**config.mk**
```make
export PLATFORM = sky130hd
export DESIGN_NAME = pipe_gap_scheduler
export DESIGN_NICKNAME = d
export VERILOG_FILES = /design/src/rtl/pipe_gap_scheduler.sv
export SDC_FILE = /design/constraint.sdc
export NUM_CORES = 1
export LEC_CHECK = 0
export CAP_MARGIN = 20
export CORE_UTILIZATION = 49
export CTS_CLUSTER_SIZE = 12
export DETAILED_ROUTE_END_ITERATION = 10
export PLACE_DENSITY = 0.79
export SYNTH_ARGS = -nofsm -noshare
export SYNTH_HDL_FRONTEND = slang
export SYNTH_SLANG_ARGS = --single-unit
export TNS_END_PERCENT = 100
```
**constraint.sdc**
```tcl
create_clock -name clock -period 2.9 [get_ports clock]
set_input_delay 0.58 -clock clock [delete_from_list [all_inputs] [get_ports clock]]
set_output_delay 0.58 -clock clock [all_outputs]
set_load 0.1 [all_outputs]
```
**src/rtl/pipe_gap_scheduler.sv**
```systemverilog
// Round-robin arbiter that hands each requester a bounded pipe gap height derived from the LFSR.
// Define PIPE_GAP_REPEAT_FILTER_EN to resample (up to 3 times) when a height repeats the last one.
module pipe_gap_scheduler #(
  parameter int unsigned NUM_REQ   = 4,
  parameter int unsigned RND_W     = 13,
  parameter int unsigned GAP_MIN   = 64,
  parameter int unsigned GAP_RANGE = 256,
  parameter int unsigned OUT_W     = 10
) (
  input  logic               clock,
  input  logic               reset,
  input  logic [RND_W-1:0]   rnd,
  input  logic [NUM_REQ-1:0] req,
  output logic [NUM_REQ-1:0] grant,
  output logic [OUT_W-1:0]   gap_y,
  output logic               gap_valid,
  output logic               busy
);

  localparam int unsigned      IW    = $clog2(NUM_REQ);
  localparam logic [RND_W-1:0] RANGE = RND_W'(GAP_RANGE);
  localparam logic [OUT_W-1:0] GMIN  = OUT_W'(GAP_MIN);

  typedef enum logic [1:0] {StIdle, StSample, StReduce, StDone} state_e;

  state_e           state_q, state_d;
  logic [IW-1:0]    ptr_q, ptr_d, win_q, win_d, pick;
  logic             found;
  logic [RND_W-1:0] acc_q, acc_d;
  logic [OUT_W-1:0] gap_q, gap_d;
  int unsigned      sum;

`ifdef PIPE_GAP_REPEAT_FILTER_EN
  logic [RND_W-1:0] last_q, last_d;
  logic [1:0]       retry_q, retry_d;
`endif

  // Search upward from ptr+1 with wrap, so the last winner ranks last.
  always_comb begin
    found = 1'b0;
    pick  = ptr_q;
    sum   = 0;
    for (int unsigned i = 1; i <= NUM_REQ; i++) begin
      sum = 32'(ptr_q) + i;
      if (sum >= NUM_REQ) sum = sum - NUM_REQ;
      if (!found && req[IW'(sum)]) begin
        found = 1'b1;
        pick  = IW'(sum);
      end
    end
  end

  always_comb begin
    state_d   = state_q;
    ptr_d     = ptr_q;
    win_d     = win_q;
    acc_d     = acc_q;
    gap_d     = gap_q;
    grant     = '0;
    gap_valid = 1'b0;
`ifdef PIPE_GAP_REPEAT_FILTER_EN
    last_d    = last_q;
    retry_d   = retry_q;
`endif
    unique case (state_q)
      StIdle: begin
        if (found) begin
          win_d   = pick;
          state_d = StSample;
        end
      end
      StSample: begin
        acc_d   = rnd;
        state_d = StReduce;
      end
      StReduce: begin
        if (acc_q >= RANGE) begin
          acc_d = acc_q - RANGE;
        end else begin
`ifdef PIPE_GAP_REPEAT_FILTER_EN
          if (acc_q == last_q && retry_q != 2'd3) begin
            retry_d = retry_q + 2'd1;
            state_d = StSample;
          end else begin
            gap_d   = GMIN + OUT_W'(acc_q);
            state_d = StDone;
          end
`else
          gap_d   = GMIN + OUT_W'(acc_q);
          state_d = StDone;
`endif
        end
      end
      StDone: begin
        grant[win_q] = 1'b1;
        gap_valid    = 1'b1;
        ptr_d        = win_q;
        state_d      = StIdle;
`ifdef PIPE_GAP_REPEAT_FILTER_EN
        last_d       = acc_q;
        retry_d      = 2'd0;
`endif
      end
      default: state_d = StIdle;
    endcase
  end

  assign busy  = (state_q != StIdle);
  assign gap_y = gap_q;

  always_ff @(posedge clock) begin
    if (reset) begin
      state_q <= StIdle;
      ptr_q   <= IW'(NUM_REQ - 1);
      win_q   <= '0;
      acc_q   <= '0;
      gap_q   <= '0;
`ifdef PIPE_GAP_REPEAT_FILTER_EN
      last_q  <= '1;
      retry_q <= 2'd0;
`endif
    end else begin
      state_q <= state_d;
      ptr_q   <= ptr_d;
      win_q   <= win_d;
      acc_q   <= acc_d;
      gap_q   <= gap_d;
`ifdef PIPE_GAP_REPEAT_FILTER_EN
      last_q  <= last_d;
      retry_q <= retry_d;
`endif
    end
  end

endmodule
```
==> impl_metrics.env <==
export IMPL_syn_area_per_cell_um2=8.98
export IMPL_core_area_um2=2780
export IMPL_crit_path_end_kind="register"
export IMPL_async_flop_share=0
export IMPL_finClkSkew_ns=0.00596
export IMPL_synth_area_top_cells="dfxtp_1 (40%), ha_1 (6.9%), nor2_1 (5.4%)"
export IMPL_ys_flop_type="dfxtp_1"
export IMPL_start_util=0.523
export IMPL_final_layout_size_suffix_gt1_frac=0.184
export IMPL_critPathArrivalTime_ns=2.47
export IMPL_antenna_found_initial=0
export IMPL_port_buffers=34
export IMPL_grt_total_usage=0.217
export IMPL_drt_initial_drc_count=52
export IMPL_report_final_setup_viol=0
export IMPL_numCtsBuffers=5
export IMPL_path_cells="inv_1 -> ha_1 -> nor4bb_1 -> a2111oi_4 -> buf_4 -> a2111oi_0 -> a211oi_1"
export IMPL_synth_top_area_frac=0.399
export IMPL_slew_headroom=0.528
export IMPL_syn_nets=189
export IMPL_cpMaxStageDelayCell="nor4bb_1"
export IMPL_status="finished, final reports clean"
export IMPL_layoutNonFillerInstCount=232
export IMPL_multi_input_area_um2=823
export IMPL_post_cts_setup_buffers=0
export IMPL_hp_class="register to register"
export IMPL_yosysWarnings=0
export IMPL_n_antenna_cell=0
export IMPL_io_pins=35
export IMPL_path_clk_slew_ns=0.09
export IMPL_slowest_delay_ns=0.63
export IMPL_wl_per_cell_um=13.9
export IMPL_cts_tree="built"
export IMPL_chipHeight_um=56.5
export IMPL_wirelength_um=3220
export IMPL_worstSetupStartpointType="register"
export IMPL_die_area_um2=3190
export IMPL_cp_max_fo=12
export IMPL_syn2layout_area_growth_pct=28.5
export IMPL_grt_pass1_wl_um=5390
export IMPL_grt_overflow_total=0
export IMPL_crit_type="register to register"
export IMPL_hold_viol_final=0
export IMPL_cts_max_path_buffers=2
export IMPL_clock_sinks=29
export IMPL_dpl_hpwl_um=2460
export IMPL_worstMarginPinSlew_ns=0.699
export IMPL_maxSlewViolCount=0
export IMPL_nets=227
export IMPL_p_per_area_nw_per_um2=918
export IMPL_fp_row_count=19
export IMPL_cts_root_buf="clkbuf_4"
export IMPL_synth_edf_count=0
export IMPL_grt_max_degree=16
export IMPL_p_leak_nw=0.736
export IMPL_yosysTopAreaCell="dfxtp_1"
export IMPL_drc=0
export IMPL_finalPower_mw=1.72
export IMPL_via_count=1287
export IMPL_ys_ff_latch=29
export IMPL_setup_tns_ns=0
export IMPL_seq_area_um2=581
export IMPL_syn_area_um2=1460
export IMPL_timing_fmax_mhz=441
export IMPL_gp_congestion=0.805
export IMPL_ys_types=39
export IMPL_die_x_um=56.5
export IMPL_detail_route_antenna_nets=0
export IMPL_period_share=0.782
export IMPL_peakVddDrop_mv=0.683
export IMPL_postCtsHoldBufs=0
export IMPL_maxCapViolations=0
export IMPL_n_fill_cell=236
export IMPL_clock_latency_ns=0.33
export IMPL_layout_min_cycle_time_ns=2.27
export IMPL_rsz0062_at_grt="no"
export IMPL_worstPathRequired_ns=3.10
export IMPL_grt_pass1_vias=1270
export IMPL_post_cts_resized=0
export IMPL_htree_levels=2
export IMPL_viasPerCell=5.55
export IMPL_drtPass1Iterations=4
export IMPL_postSynthCellCount=162
export IMPL_dp_cells=224
export IMPL_yosysSeqAreaShare=0.399
worst max-delay path: cells and delay by family, from the launching register on:
| family | cells | cell delay [ns] |
|---|---|---|
| compound gates | 3 | 0.72 |
| simple gates | 1 | 0.63 |
| flops | 1 | 0.35 |
| buf+inv | 2 | 0.31 |
| fa+ha+maj | 1 | 0.14 |
path summary, 6_finish.rpt:
kind              slack, ns  cells after the start        to     start
hold reg to reg        0.49                      1  gap_y[9]  gap_y[9]
setup reg to reg       0.63                      7  acc_q[8]  acc_q[6]
hold / removal         0.49                      1  gap_y[9]  gap_y[9]
setup / recovery       0.63                      7  acc_q[8]  acc_q[6]
metal layers:
| metal | GRT usage | wire (um) | vias to the layer above |
|---|---|---|---|
| met5 | 0 | 0 | - |
| met4 | 0.0836 | 46 | 0 |
| met3 | 0.0553 | 110 | 7 |
| met2 | 0.387 | 1620 | 23 |
| met1 | 0.247 | 1450 | 601 |
| li1 | - | - | 656 |
report_power, final:
part | internal [mW] | leakage [nW] | switching, mW
Clock | 0.0921 | 0.0320 | 0.138
Sequential | 0.490 | 0.237 | 0.0998
Combinational | 0.324 | 0.468 | 0.573
cells in the final DEF (no fill, tap or decap), drive strengths merged, types with 2 or more instances in the layout:
cell type	synthesis	layout
or3	2	2
nor2b	10	10
o221ai	2	2
nor2	23	23
a2111oi	4	4
nand2	4	4
a21oi	11	11
a211oi	5	5
buf	1	20
o21ai	8	8
mux2i	7	7
inv	12	12
nor3b	3	3
nor3	2	2
nand2b	2	2
clkbuf	6	6
clkdlybuf4s50	0	18
a2bb2oi	2	2
ha	8	8
dfxtp	29	29
nand3b	2	2
nor4	3	3
clkinv	0	2
a311oi	2	2
per-stage QoR:
stage                     area [um2]   util  worst slack [ns]  hold slack, ns
after floorplan                 1480      -             0.318           0.456
after global placement          1820  0.654             0.614           0.462
after detailed placement        1820  0.654             0.542           0.485
after CTS                       1870  0.672             0.731           0.498
after global routing            1870  0.672             0.537           0.510
final                           1870  0.672             0.631           0.489
synth_stat cells (2+ instances only):
master	number
nand2b_1	2
nor3_1	2
dfxtp_1	29
nor2_2	2
nor3b_1	3
clkbuf_1	6
o221ai_1	2
a2111oi_0	3
mux2i_1	7
a2bb2oi_1	2
a211oi_1	3
nor2b_1	10
nor4_1	3
a211oi_2	2
or3_1	2
nand2_1	4
o21ai_0	8
a21oi_1	11
nor2_1	21
ha_1	8
nand3b_1	2
a311oi_1	2
inv_1	12
flip-flops by register name, indices dropped and copies added, names as in the netlist:
| name | count |
|---|---|
| ptr_q | 2 |
| win_q | 2 |
| state_q | 2 |
| acc_q | 13 |
| gap_y | 10 |
cell families (layout without fill, tap and decap cells):
| logic type | after synthesis | in the layout | share of synthesized area |
|---|---|---|---|
| muxes | 7 | 7 | 0.0482 |
| buffers and inverters | 19 | 58 | 0.0542 |
| and+or+nand+nor | 56 | 56 | 0.210 |
| DFF | 29 | 29 | 0.399 |
| xor gates and xnor gates | 1 | 1 | 0.00602 |
| adders and majority gates | 8 | 8 | 0.0688 |
| AOI/OAI and AO/OA | 42 | 42 | 0.214 |
area by class of cell:
type                            count  area share
Inverter                           12      0.0241
Timing Repair Buffer               38       0.177
Multi-Input combinational cell    114       0.440
Clock inverter                      2     0.00535
Sequential cell                    29       0.311
Clock buffer                        6      0.0221
Tap cell                           31      0.0207
No activity file was read; power rests on OpenSTA's default activity.
